===== src/rtl/ram_arbiter_if.sv =====
`default_nettype none
// +----------------------------------------------------------------------+
// | ram_arbiter_if : host, fabric and RAM-side signals of ram_arbiter     |
// | Rev 1.0                                                              |
// +----------------------------------------------------------------------+
interface ram_arbiter_if #(
  parameter int DATA_WIDTH = 16,
  parameter int ADDR_WIDTH = 5
) ();
  logic                  host_req_i;
  logic                  host_we_i;
  logic [ADDR_WIDTH-1:0] host_addr_i;
  logic [DATA_WIDTH-1:0] host_data_i;
  logic [DATA_WIDTH-1:0] host_data_o;
  logic                  host_ack_o;

  logic                  fab_req_i;
  logic                  fab_we_i;
  logic [ADDR_WIDTH-1:0] fab_addr_i;
  logic [DATA_WIDTH-1:0] fab_data_i;
  logic [DATA_WIDTH-1:0] fab_data_o;
  logic                  fab_ack_o;

  logic                  ram_rd_o;
  logic                  ram_wr_o;
  logic [ADDR_WIDTH-1:0] ram_addr_o;
  logic [DATA_WIDTH-1:0] ram_data_o;
  logic [DATA_WIDTH-1:0] ram_data_i;

  logic                  busy_o;
  logic                  owner_o;

  // Arbiter side
  modport slave (
    input  host_req_i, host_we_i, host_addr_i, host_data_i,
    output host_data_o, host_ack_o,
    input  fab_req_i, fab_we_i, fab_addr_i, fab_data_i,
    output fab_data_o, fab_ack_o,
    output ram_rd_o, ram_wr_o, ram_addr_o, ram_data_o,
    input  ram_data_i,
    output busy_o, owner_o
  );

  // Requester / RAM side
  modport master (
    output host_req_i, host_we_i, host_addr_i, host_data_i,
    input  host_data_o, host_ack_o,
    output fab_req_i, fab_we_i, fab_addr_i, fab_data_i,
    input  fab_data_o, fab_ack_o,
    input  ram_rd_o, ram_wr_o, ram_addr_o, ram_data_o,
    output ram_data_i,
    input  busy_o, owner_o
  );
endinterface
`default_nettype wire


===== src/rtl/ram_arbiter.sv =====
`default_nettype none
// +----------------------------------------------------------------------+
// | ram_arbiter : host-priority arbiter and 4-state access sequencer for  |
// |               a single-port registered-read RAM. Rev 1.0             |
// +----------------------------------------------------------------------+
module ram_arbiter #(
  parameter int DATA_WIDTH   = 16,
  parameter int ADDR_WIDTH   = 5,
  parameter int STARVE_LIMIT = 4
) (
  input  wire logic     clk_i,
  input  wire logic     reset_i,
  ram_arbiter_if.slave  bus
);

  localparam int                 c_CNT_W = $clog2(STARVE_LIMIT + 1);
  localparam logic [c_CNT_W-1:0] c_LIMIT = c_CNT_W'(STARVE_LIMIT);

  typedef enum logic [1:0] {
    S_IDLE  = 2'd0,
    S_ISSUE = 2'd1,
    S_WAIT  = 2'd2,
    S_DONE  = 2'd3
  } state_t;

  state_t                r_state;
  logic [c_CNT_W-1:0]    r_cnt;
  logic                  r_owner;
  logic                  r_we;
  logic [ADDR_WIDTH-1:0] r_addr;
  logic [DATA_WIDTH-1:0] r_wdata;
  logic [DATA_WIDTH-1:0] r_host_data;
  logic [DATA_WIDTH-1:0] r_fab_data;
  logic                  r_host_ack;
  logic                  r_fab_ack;
  logic                  r_rd;
  logic                  r_wr;
  logic                  r_busy;

  logic                  w_fab_grant;
  logic                  w_host_grant;
  logic                  w_sel_we;
  logic [ADDR_WIDTH-1:0] w_sel_addr;
  logic [DATA_WIDTH-1:0] w_sel_data;

  // Fabric wins when the host is quiet or has used up its consecutive-grant budget
  assign w_fab_grant  = bus.fab_req_i && (!bus.host_req_i || (r_cnt == c_LIMIT));
  assign w_host_grant = bus.host_req_i && !w_fab_grant;
  assign w_sel_we     = w_fab_grant ? bus.fab_we_i   : bus.host_we_i;
  assign w_sel_addr   = w_fab_grant ? bus.fab_addr_i : bus.host_addr_i;
  assign w_sel_data   = w_fab_grant ? bus.fab_data_i : bus.host_data_i;

  always_ff @(posedge clk_i or negedge reset_i) begin
    if (!reset_i) begin
      r_state     <= S_IDLE;
      r_cnt       <= '0;
      r_owner     <= 1'b0;
      r_we        <= 1'b0;
      r_addr      <= '0;
      r_wdata     <= '0;
      r_host_data <= '0;
      r_fab_data  <= '0;
      r_host_ack  <= 1'b0;
      r_fab_ack   <= 1'b0;
      r_rd        <= 1'b0;
      r_wr        <= 1'b0;
      r_busy      <= 1'b0;
    end else begin
      r_rd       <= 1'b0;
      r_wr       <= 1'b0;
      r_host_ack <= 1'b0;
      r_fab_ack  <= 1'b0;
      case (r_state)
        S_IDLE: begin
          if (w_fab_grant || w_host_grant) begin
            r_state <= S_ISSUE;
            r_busy  <= 1'b1;
            r_owner <= w_fab_grant;
            r_we    <= w_sel_we;
            r_addr  <= w_sel_addr;
            r_wdata <= w_sel_data;
            r_rd    <= !w_sel_we;
            r_wr    <= w_sel_we;
          end
          if (w_fab_grant || !bus.fab_req_i) begin
            r_cnt <= '0;
          end else if (w_host_grant && (r_cnt != c_LIMIT)) begin
            r_cnt <= r_cnt + 1'b1;
          end
        end
        S_ISSUE: begin
          r_state <= S_WAIT;
        end
        S_WAIT: begin
          r_state <= S_DONE;
          // RAM output is valid here, one edge after the read strobe was sampled
          if (!r_we) begin
            if (r_owner) begin
              r_fab_data <= bus.ram_data_i;
            end else begin
              r_host_data <= bus.ram_data_i;
            end
          end
          r_host_ack <= !r_owner;
          r_fab_ack  <= r_owner;
        end
        S_DONE: begin
          r_state <= S_IDLE;
          r_busy  <= 1'b0;
        end
        default: begin
          r_state <= S_IDLE;
        end
      endcase
    end
  end

  assign bus.host_data_o = r_host_data;
  assign bus.host_ack_o  = r_host_ack;
  assign bus.fab_data_o  = r_fab_data;
  assign bus.fab_ack_o   = r_fab_ack;
  assign bus.ram_rd_o    = r_rd;
  assign bus.ram_wr_o    = r_wr;
  assign bus.ram_addr_o  = r_addr;
  assign bus.ram_data_o  = r_wdata;
  assign bus.busy_o      = r_busy;
  assign bus.owner_o     = r_owner;

endmodule
`default_nettype wire


===== src/flat_wrapper.sv =====
// flat-port wrapper written by rule: the top's interface ports become plain ports
module ram_arbiter_flat 
#(
  parameter int DATA_WIDTH   = 16,
  parameter int ADDR_WIDTH   = 5,
  parameter int STARVE_LIMIT = 4
)
  (clk_i, reset_i, bus_host_req_i, bus_host_we_i, bus_host_addr_i, bus_host_data_i, bus_host_data_o, bus_host_ack_o, bus_fab_req_i, bus_fab_we_i, bus_fab_addr_i, bus_fab_data_i, bus_fab_data_o, bus_fab_ack_o, bus_ram_rd_o, bus_ram_wr_o, bus_ram_addr_o, bus_ram_data_o, bus_ram_data_i, bus_busy_o, bus_owner_o);
  ram_arbiter_if #(.DATA_WIDTH(DATA_WIDTH), .ADDR_WIDTH(ADDR_WIDTH)) bus_i ();
  input  wire logic clk_i;
  input  wire logic reset_i;
  input wire logic [$bits(bus_i.host_req_i)-1:0] bus_host_req_i;
  input wire logic [$bits(bus_i.host_we_i)-1:0] bus_host_we_i;
  input wire logic [$bits(bus_i.host_addr_i)-1:0] bus_host_addr_i;
  input wire logic [$bits(bus_i.host_data_i)-1:0] bus_host_data_i;
  output wire logic [$bits(bus_i.host_data_o)-1:0] bus_host_data_o;
  output wire logic [$bits(bus_i.host_ack_o)-1:0] bus_host_ack_o;
  input wire logic [$bits(bus_i.fab_req_i)-1:0] bus_fab_req_i;
  input wire logic [$bits(bus_i.fab_we_i)-1:0] bus_fab_we_i;
  input wire logic [$bits(bus_i.fab_addr_i)-1:0] bus_fab_addr_i;
  input wire logic [$bits(bus_i.fab_data_i)-1:0] bus_fab_data_i;
  output wire logic [$bits(bus_i.fab_data_o)-1:0] bus_fab_data_o;
  output wire logic [$bits(bus_i.fab_ack_o)-1:0] bus_fab_ack_o;
  output wire logic [$bits(bus_i.ram_rd_o)-1:0] bus_ram_rd_o;
  output wire logic [$bits(bus_i.ram_wr_o)-1:0] bus_ram_wr_o;
  output wire logic [$bits(bus_i.ram_addr_o)-1:0] bus_ram_addr_o;
  output wire logic [$bits(bus_i.ram_data_o)-1:0] bus_ram_data_o;
  input wire logic [$bits(bus_i.ram_data_i)-1:0] bus_ram_data_i;
  output wire logic [$bits(bus_i.busy_o)-1:0] bus_busy_o;
  output wire logic [$bits(bus_i.owner_o)-1:0] bus_owner_o;
  assign bus_i.host_req_i = bus_host_req_i;
  assign bus_i.host_we_i = bus_host_we_i;
  assign bus_i.host_addr_i = bus_host_addr_i;
  assign bus_i.host_data_i = bus_host_data_i;
  assign bus_host_data_o = bus_i.host_data_o;
  assign bus_host_ack_o = bus_i.host_ack_o;
  assign bus_i.fab_req_i = bus_fab_req_i;
  assign bus_i.fab_we_i = bus_fab_we_i;
  assign bus_i.fab_addr_i = bus_fab_addr_i;
  assign bus_i.fab_data_i = bus_fab_data_i;
  assign bus_fab_data_o = bus_i.fab_data_o;
  assign bus_fab_ack_o = bus_i.fab_ack_o;
  assign bus_ram_rd_o = bus_i.ram_rd_o;
  assign bus_ram_wr_o = bus_i.ram_wr_o;
  assign bus_ram_addr_o = bus_i.ram_addr_o;
  assign bus_ram_data_o = bus_i.ram_data_o;
  assign bus_i.ram_data_i = bus_ram_data_i;
  assign bus_busy_o = bus_i.busy_o;
  assign bus_owner_o = bus_i.owner_o;
  ram_arbiter #(.DATA_WIDTH(DATA_WIDTH), .ADDR_WIDTH(ADDR_WIDTH), .STARVE_LIMIT(STARVE_LIMIT)) u_core (.clk_i(clk_i), .reset_i(reset_i), .bus(bus_i));
endmodule

===== config.mk =====
export PLATFORM = sky130hd
export DESIGN_NAME = ram_arbiter_flat
export DESIGN_NICKNAME = d
export VERILOG_FILES = /design/src/rtl/ram_arbiter_if.sv /design/src/rtl/ram_arbiter.sv /design/src/flat_wrapper.sv
export SDC_FILE = /design/constraint.sdc
export NUM_CORES = 1
export LEC_CHECK = 0
export ABC_AREA = 0
export CAP_MARGIN = 30
export CORE_MARGIN = 3
export CORE_UTILIZATION = 65
export CTS_BUF_LIST = sky130_fd_sc_hd__clkbuf_2
export CTS_CLUSTER_DIAMETER = 120
export DETAILED_ROUTE_END_ITERATION = 16
export DONT_BUFFER_PORTS = 1
export PLACE_DENSITY = 0.81
export SYNTH_ARGS = -nofsm -noshare
export SYNTH_HDL_FRONTEND = slang
export SYNTH_SLANG_ARGS = --single-unit

===== constraint.sdc =====
create_clock -name clk_i -period 2.15 [get_ports clk_i]
set_clock_uncertainty 0.05 [all_clocks]
set_input_delay 0.43 -clock clk_i [delete_from_list [all_inputs] [get_ports clk_i]]
set_output_delay 0.43 -clock clk_i [all_outputs]
set_load 0.02 [all_outputs]

==> run metrics, run 1 <==
pwr dens 1560 mW/mm^2; Routed Antenna Nets 0; H-tree depth 3; type of destination of the critical path register; CTS tree done; top-area cell type share of the netlist area 55.5%; non-filler cells, final 307; Fill cells 267; I/O pin cnt 123; ranking of synthesized cells by area dfrtp_1 (56%), mux2_4 (10%), nand2_1 (5.5%), o211ai_1 (5.4%), mux2_1 (5.0%); antenna violations before repair 0; leading area contributor after synthesis dfrtp_1; Seq/Total Area, Yosys 55.5%; CP startpoint u_core.r_state[0]; Post-Syn Nets 310; crit path max fanout 16; GR Util All Layers 24.2%; Clock Tree Buf Depth 2; critical path class register to register; Synth Warn # 0; WL final 6280 um; Netlist cell types 32; Vias per Instance 6.28; DRC 0; VDD IR max 1020 uV; switching share of total power 43.8%; Tmin final 1.83 ns; P&R area growth vs syn 8.58%; combinational share of power 27.6%; total grt overflow 0; f_max 546 MHz; Post-Syn Area 0.00293 mm^2; port bufs 0; largest net degree at the start of global routing 66; Clock power frac 13.4%; Worst Hold Class primary input to register; worst path arrival time 2.14 ns; # rows 23; nets 323; placed insts 278; Design Power 4970 uW; Initial DRT Pass Iterations 4; TNS Setup 0 ns; Relative slew margins 34.8%; worst path required time 2.46 ns; Internal 2800 uW; Die X 73.1 um; status complete, no violations; wire length per cell 20.5 um; startpoint types register; post-DP HPWL 4240 um; Post-CTS Resized 0; post-synthesis average cell area 12.2 um^2; layout cell share with drive strength beyond 1 19.1%; FF+latch count, synth 65; Placeable Area 0.00417 mm^2; die area 0.00535 mm^2; Clock Root Buffer clkbuf_2; hold wc startpoint bus_host_data_i[4]; number of global-route vias before repair 1,900; sequential share of power 58.9%; RSZ-0062 raised after global routing no; effective utilization at floorplan 70.2%; Cells after Synth 240; post-layout util 76.3%; die height 73.1 um; Slew Viols, Final 0; leakage 0.00142 uW; clk_lat worst skew 0.46 ns; CTS buffer count 9; Iteration-0 DRC Markers 113; Worst-path clk slew 0.17 ns; R2R Path Start u_core.r_state[0]; maxcap violations 0; total number of vias 1,927; Clock Sinks 65; Final Cycle Share 85.2%; final hold violations 0; # setup viols final 0; Worst-Margin Slew 0.978 ns; Switching Power 2170 uW; first-pass GRT wire length 9600 um; GPL Wtd Cong 0.728; diode count 0
==> worst paths after layout <==
path	slack, ns	end	cells past startpoint
min in group asynchronous	0.44	u_core.bus.fab_data_o[1]	2
min	0.04	u_core.bus.ram_data_o[4]	2
max reg2reg	0.32	u_core.bus.host_data_o[12]	6
max	0.32	u_core.bus.host_data_o[12]	6
max in group asynchronous	1.36	u_core.bus.ram_addr_o[3]	2
min reg2reg	0.53	u_core.r_cnt[2]	1
==> power groups by stage <==
stage	Clock (uW)	Combinational, uW	Sequential (uW)
4_1_cts	676	1360	2940
6_report	668	1370	2930
3_5_place_dp	0	1320	2960
5_1_grt	738	1550	3010
2_1_floorplan	0	1180	2810
3_3_place_gp	0	1260	2940
==> worst max-delay path: stages, from the launching register on <==
cell     delay [ns]
dfrtp_1        0.41
inv_1          0.12
ha_1           0.21
nor2b_2        0.16
nor2b_4        0.14
buf_4          0.28
mux2_1         0.36
==> synthesized netlist by cell type, drive strengths merged <==
| master | number |
|---|---|
| a21bo | 1 |
| a21boi | 1 |
| a21oi | 3 |
| a22o | 1 |
| a31oi | 1 |
| and2 | 1 |
| and3 | 1 |
| buf | 14 |
| clkbuf | 4 |
| dfrtp | 65 |
| ha | 6 |
| inv | 5 |
| mux2 | 33 |
| mux2i | 1 |
| nand2 | 43 |
| nand2b | 2 |
| nand3 | 2 |
| nand4 | 22 |
| nor2 | 3 |
| nor2b | 2 |
| nor3 | 1 |
| nor3b | 1 |
| o211ai | 21 |
| o21a | 1 |
| o21ai | 3 |
| o2bb2ai | 1 |
| o31ai | 1 |
==> logic make-up (layout without fill, tap and decap cells) <==
logic type / after synthesis / count (layout) / synth area share, %
compound gates: 34 / 34 / 8.50
flops: 65 / 65 / 55.5
simple gates: 78 / 78 / 13.2
buf+inv: 23 / 40 / 4.65
fa+ha+maj: 6 / 6 / 2.56
mux: 34 / 34 / 15.6
==> per-stage QoR <==
stage	hold slack, ns	setup WS [ns]	cell area, um^2
finish	0.0411	0.318	3180
global route	-0.00148	0.216	3180
CTS	0.0145	0.329	3060
detailed placement	0.0858	0.335	2920
global placement	0.0857	0.414	2920
floorplan	0.0844	0.503	2930
==> timing repair <==
| action | 4_1_cts | 5_1_grt |
|---|---|---|
| endpoints found under the setup margin | 0 | 0 |
| buffers inserted | 0 | 0 |
| hold buffers | 2 | 12 |
| endpoints found under the hold margin | 65 | 19 |
==> layout make-up <==
cell class / instances / area [um^2] / area share (%)
timing repair buffer: 20 / 203 / 6.37
tap: 50 / 62.6 / 1.97
inverter: 5 / 18.8 / 0.590
sequential: 65 / 1630 / 51.1
clock buffer: 11 / 55.1 / 1.73
multi-input combinational: 152 / 1170 / 36.8
clock inverter: 4 / 45.0 / 1.42
==> metal layers <==
metal  wire [um]  up-vias  GRT usage (%)
met3         622       11           8.95
met2        3050       86           37.4
met1        2510      938           30.5
met4         108        0           10.7
met5           0        -              0
li1            -      892              -
==> state kept, by name (all words and copies together), names as in the netlist, 2 cells and up <==
name and flops:
u_core.bus.fab_data_o 16, u_core.bus.host_data_o 16, u_core.bus.ram_addr_o 5, u_core.bus.ram_data_o 16
u_core.r_cnt 3, u_core.r_state 2
==> cells in the final DEF (no fill, tap or decap), drive strengths merged <==
cell	netlist	layout
a21bo	1	1
a21boi	1	1
a21oi	3	3
a22o	1	1
a31oi	1	1
and2	1	1
and3	1	1
buf	14	7
bufinv	0	1
clkbuf	4	11
clkinv	0	2
clkinvlp	0	1
dfrtp	65	65
dlygate4sd3	0	13
ha	6	6
inv	5	5
mux2	33	33
mux2i	1	1
nand2	43	43
nand2b	2	2
nand3	2	2
nand4	22	22
nor2	3	3
nor2b	2	2
nor3	1	1
nor3b	1	1
o211ai	21	21
o21a	1	1
o21ai	3	3
o2bb2ai	1	1
o31ai	1	1
Note: power is estimated with default switching activity, not from simulation.
==> inputs of run 2 (changes only) <==
- CORE_MARGIN: 3 -> not set
- CORE_UTILIZATION: 65 -> 62
- CTS_BUF_LIST: sky130_fd_sc_hd__clkbuf_2 -> not set
- PLACE_DENSITY: 0.81 -> 0.78
==> run metrics, run 2 (same netlist as run 1, synthesis figures left out) <==
type of destination of the critical path register; most frequent cells in the layout dfrtp_1 (65), nand2_1 (43), nand4_1 (22), o211ai_1 (21), mux2_4 (20); Fill cells 327 (+22%); Initial DRT Pass Iterations 10 (+6); effective utilization at floorplan 65.9% (-4.3 points); Post-CTS Resized 0 (unchanged); CTS buffer count 9 (unchanged); layout cell share with drive strength beyond 1 20.1% (+1.0 points); VDD IR max 779 uV (-24%); status finished with violations; Clock Tree Buf Depth 2 (unchanged); Relative slew margins 37.0% (+2.2 points); GR Util All Layers 26.0% (+1.8 points); switching share of total power 41.3% (-2.4 points); port bufs 0 (unchanged); TNS Setup 0 ns (unchanged); crit path max fanout 12 (-4); Multi-input gate area 0.00117 mm^2 (unchanged); wire length per cell 20.3 um (-0.94%); die height 70.8 um (-3.3%); Internal 3120 uW (+12%); worst path arrival time 2.05 ns (-0.09 ns); critical path class register to register; Final Cycle Share 88.1% (+2.9 points); Routed Antenna Nets 0 (unchanged); f_max 528 MHz (-3.3%); clk_lat worst skew 0.33 ns (-0.13 ns); largest net degree at the start of global routing 66 (unchanged); Seq. cell area 0.00163 mm^2 (unchanged); Clock Sinks 65 (unchanged); Iteration-0 DRC Markers 125 (+11%); CP max stage cell nor2_1; # setup viols final 0 (unchanged); P&R area growth vs syn 7.56%; worst path required time 2.30 ns (-0.16 ns); Worst Hold Class primary input to register; total grt overflow 0 (unchanged); Clock Root Buffer clkbuf_8; Placeable Area 0.00444 mm^2 (+6.5%); Clock power frac 19.2% (+5.8 points); I/O pin cnt 123 (unchanged); Slew Viols, Final 0 (unchanged); GPL Wtd Cong 0.732 (+0.51%); CTS tree done; DRC 18 (+18); Worst-Margin Slew 0.945 ns (-0.0334 ns); Switching Power 2200 uW (+1.2%); die area 0.00501 mm^2 (-6.4%); leakage 0.00140 uW (-1.1%); first-pass GRT wire length 9740 um (+1.5%); post-layout util 70.9% (-5.3 points); RSZ-0062 raised after global routing no; H-tree depth 3 (unchanged); diode count 0 (unchanged); post-DP HPWL 4130 um (-2.6%); Die X 70.8 um (-3.3%); Tmin final 1.89 ns (+0.0626 ns); sequential share of power 55.1% (-3.8 points); CP Cell Sequence inv_1 -> ha_1 -> a21boi_2 -> nor2_1 -> buf_4 -> o211ai_1; # rows 24 (+4.3%); WL final 6000 um (-4.5%); startpoint types register; maxcap violations 0 (unchanged); final hold violations 0 (unchanged); Worst-path clk slew 0.07 ns (-0.10 ns); antenna violations before repair 0 (unchanged); combinational share of power 25.7% (-1.9 points); total number of vias 1,879 (-2.5%); leading cell type in the layout, fill and taps excluded dfrtp_1; nets 310 (-4.0%); failing checks design-rule violations; pwr dens 1690 mW/mm^2 (+8.1%); Worst path max stage delay 0.54 ns (+0.13 ns); Vias per Instance 6.35 (+1.1%); number of global-route vias before repair 1,907 (+0.37%)
-- run 2: cell types whose count changed in the layout (fill, tap and decap cells not counted), sizes merged --
cell         change
clkinvlp         -1
clkbuf           +1
dlygate4sd3     -12
buf              -1
-- run 2: metrics by stage --
stage	cells	cell area [um^2]	power, uW	hold slack, ns	worst slack [ns]
2_1_floorplan	240	2930	3990	0.0844	0.503
3_3_place_gp	279	2920	4210	0.0855	0.324
3_5_place_dp	279	2920	4290	0.0857	0.271
4_1_cts	296	3150	5360	0.163	0.267
5_1_grt	296	3150	5640	0.163	0.147
6_report	296	3150	5320	0.173	0.256
-- run 2: layer usage --
metal / up-vias / share of wire, % / global-route usage, %
li1: 852 / - / -
met4: 0 / 1.4 / 14.0
met1: 934 / 39 / 30.4
met3: 7 / 8.4 / 8.12
met2: 86 / 51 / 43.2
met5: - / 0 / 0
-- run 2: critical path, delay by kind of cell, from the launching register on --
| kind | cells | cell delay (ns) |
|---|---|---|
| AO/OA/AOI/OAI | 2 | 0.20 |
| buffers and inverters | 2 | 0.42 |
| adder cells (fa/ha/maj) | 1 | 0.19 |
| AND/OR/NAND/NOR | 1 | 0.54 |
| flip-flops | 1 | 0.38 |
-- run 2: path summary, 6_finish.rpt --
path                                   start                          to  slack (ns)  depth (start not counted)
setup / recovery             u_core.r_cnt[0]   u_core.bus.ram_data_o[10]        0.26                          6
max in group asynchronous            reset_i  u_core.bus.host_data_o[15]        1.20                          2
hold reg to reg            u_core.r_state[1]           u_core.r_state[1]        0.51                          1
min in group asynchronous            reset_i   u_core.bus.fab_data_o[13]        0.58                          2
hold / removal             bus_ram_data_i[8]    u_core.bus.fab_data_o[8]        0.17                          1
setup reg to reg             u_core.r_cnt[0]   u_core.bus.ram_data_o[10]        0.26                          6
-- run 2: layout make-up --
type                    count  share of cell area [%]
clock buffers              12                    4.92
inverters                   5                   0.595
repair buffers              7                    2.38
well taps                  52                    2.06
multi-input cells         152                    37.2
flip-flops and latches     65                    51.6
clock inverters             3                    1.27
-- run 2: power groups by stage --
stage               registers, uW  clock network (uW)  logic (uW)
floorplan                    2810                   0        1180
global placement             2920                   0        1280
detailed placement           2950                   0        1340
CTS                          2940                1050        1380
global route                 3000                1090        1540
finish                       2930                1020        1370
-- run 2: what timing repair did --
| item | 4_1_cts | 5_1_grt |
|---|---|---|
| hold buffers | 2 | 0 |
| endpoints found under the setup margin | 0 | 0 |
| hold endpoints to repair | 65 | 0 |
| setup buffers | 0 | 0 |
==> inputs of run 3 (changes only) <==
- CORE_ASPECT_RATIO: not set -> 0.7
- CORE_UTILIZATION: 62 -> 65
- PLACE_DENSITY: 0.78 -> not set
- PLACE_DENSITY_LB_ADDON: not set -> 0.25
- clock period: 2.15 -> 2.39 ns (I/O delays scaled with it)
==> run metrics, run 3 (same netlist as run 1, synthesis figures left out) <==
Worst-path clk slew 0.07 ns (about the same); leading cell type in the layout, fill and taps excluded dfrtp_1; H-tree depth 3 (unchanged); Relative slew margins 53.3% (+16 points); effective utilization at floorplan 67.7% (+1.8 points); crit path max fanout 25 (+13); wire length per cell 20.1 um (-0.89%); Clock Root Buffer clkbuf_8; Setup Slack @ Placement 0.451 ns (+0.179 ns); number of global-route vias before repair 1,832 (-3.9%); Die X 82.3 um (+16%); diode count 0 (unchanged); DRC 0 (-18); Routed Antenna Nets 0 (unchanged); Tmin final 1.98 ns (+0.0880 ns); final hold violations 0 (unchanged); Switching Power 1990 uW (-9.6%); Placeable Area 0.00433 mm^2 (-2.6%); Clock Sinks 65 (unchanged); CP Cell Sequence inv_1 -> ha_1 -> o21a_2 -> nand2_1 -> o211ai_1; CP max stage cell o21a_2; TNS Setup 0 ns (unchanged); CP startpoint u_core.r_state[0]; worst r2r path cells 5 (-1); P&R area growth vs syn 8.97%; R2R Path Start u_core.r_state[0]; Final Cycle Share 82.9% (-5.2 points); # setup viols final 0 (unchanged); setup ws final 0.408 ns (+0.152 ns); post-route cell area 0.00319 mm^2 (+1.3%); Worst path max stage delay 0.54 ns (about the same); most frequent cells in the layout dfrtp_1 (65), nand2_1 (43), nand4_1 (22), o211ai_1 (21), mux2_4 (20); post-DP HPWL 4010 um (-2.8%); worst path required time 2.59 ns (+0.29 ns); Worst-Margin Slew 0.697 ns (-0.248 ns); sequential share of power 52.7% (-2.4 points); Worst Hold Class primary input to register; Post-CTS Setup Inserts 0 (unchanged); port bufs 0 (unchanged); CTS buffer count 9 (unchanged); die height 58.2 um (-18%); status complete, no violations; Vias per Instance 6.45 (+1.6%); die area 0.00478 mm^2 (-4.4%); critical path class register to register; R2R setup slack 0.41 ns (+0.15 ns); Slew Viols, Final 0 (unchanged); I/O pin cnt 123 (unchanged); antenna violations before repair 0 (unchanged); Post-CTS Resized 0 (unchanged); clk_lat worst skew 0.34 ns (about the same); CTS tree done; Iteration-0 DRC Markers 127 (+1.6%); critical path endpoint u_core.bus.ram_data_o[0]; leakage 0.00141 uW (+0.75%); Internal 2990 uW (-4.2%); nets 309 (-0.32%); Clock power frac 22.5% (+3.3 points); Initial DRT Pass Iterations 4 (-6); RSZ-0062 raised after global routing no; type of destination of the critical path register; VDD IR max 1000 uV (+29%); maxcap violations 0 (unchanged); Design Power 4980 uW (-6.4%); WL final 6010 um (+0.12%); # rows 20 (-17%); placed cell areas 0.00291 mm^2 (-0.26%); total number of vias 1,928 (+2.6%); worst path arrival time 2.18 ns (+0.13 ns); first-pass GRT wire length 8900 um (-8.6%); f_max 504 MHz (-4.4%); GR Util All Layers 26.0% (about the same); switching share of total power 39.9% (-1.4 points); Reg-to-Reg End u_core.bus.ram_data_o[0]; largest net degree at the start of global routing 66 (unchanged); pwr dens 1560 mW/mm^2 (-7.6%); total grt overflow 0 (unchanged); post-layout util 73.8% (+2.8 points); Clock Tree Buf Depth 2 (unchanged); layout cell share with drive strength beyond 1 19.7% (-0.41 points); GPL Wtd Cong 0.678 (-7.4%); combinational share of power 24.8% (-0.9 points); startpoint types register
run 3: cell types whose count changed in the layout (fill, tap and decap cells not counted), sizes merged:
cell | before | now
bufinv | 1 | 3
buf | 6 | 5
clkbuf | 12 | 11
clkinv | 2 | 1
clkinvlp | 0 | 1
run 3: power groups by stage:
stage	clock network (uW)	registers [uW]	logic, uW
CTS	1140	2630	1250
global placement	0	2630	1140
finish	1120	2630	1230
floorplan	0	2520	1070
detailed placement	0	2650	1210
global route	1180	2700	1380
run 3: what timing repair did:
action | in CTS | in global routing
hold buffers | 2 | 0
endpoints found under the hold margin | 65 | 0
endpoints found under the setup margin | 0 | 0
run 3: how the worst min path moves through the flow:
stage | start | slack (ns) | depth (start not counted) | end
final | bus_ram_data_i[5] | 0.22 | 1 | u_core.bus.fab_data_o[5]
after global routing | bus_ram_data_i[6] | 0.20 | 1 | u_core.bus.fab_data_o[6]
after CTS | bus_ram_data_i[5] | 0.20 | 1 | u_core.bus.fab_data_o[5]
after detailed placement | reset_i | 0.13 | 0 | u_core.bus.ram_data_o[8]
after global placement | reset_i | 0.13 | 0 | u_core.bus.ram_data_o[8]
after floorplan | reset_i | 0.13 | 0 | u_core.bus.busy_o
run 3: worst max-delay path: cells and delay by family, from the launching register on:
kind                     cells  cell delay, ns
buffers and inverters        1            0.12
AND/OR/NAND/NOR              1            0.15
AO/OA/AOI/OAI                2            0.75
flip-flops                   1            0.38
adder cells (fa/ha/maj)      1            0.42
run 3: area by class of cell:
cell class / count / area, um^2
fill: 294 / 1140
clock inverter: 5 / 103
sequential: 65 / 1630
tap: 55 / 68.8
clock buffer: 11 / 141
timing repair buffer: 6 / 67.6
inverter: 5 / 18.8
multi-input combinational: 152 / 1170
run 3: per-layer routing:
metal | part of all wire (%) | vias up | track usage, %
met5 | 0 | - | 0
met4 | 1.9 | 0 | 11.3
met3 | 9.4 | 13 | 11.0
met2 | 48 | 100 | 39.7
met1 | 41 | 964 | 32.6
li1 | - | 851 | -
run 3: per-stage QoR:
step / hold slack, ns / std cells
floorplan: 0.132 / 240
global placement: 0.133 / 281
detailed placement: 0.133 / 281
CTS: 0.203 / 299
global route: 0.201 / 299
finish: 0.218 / 299
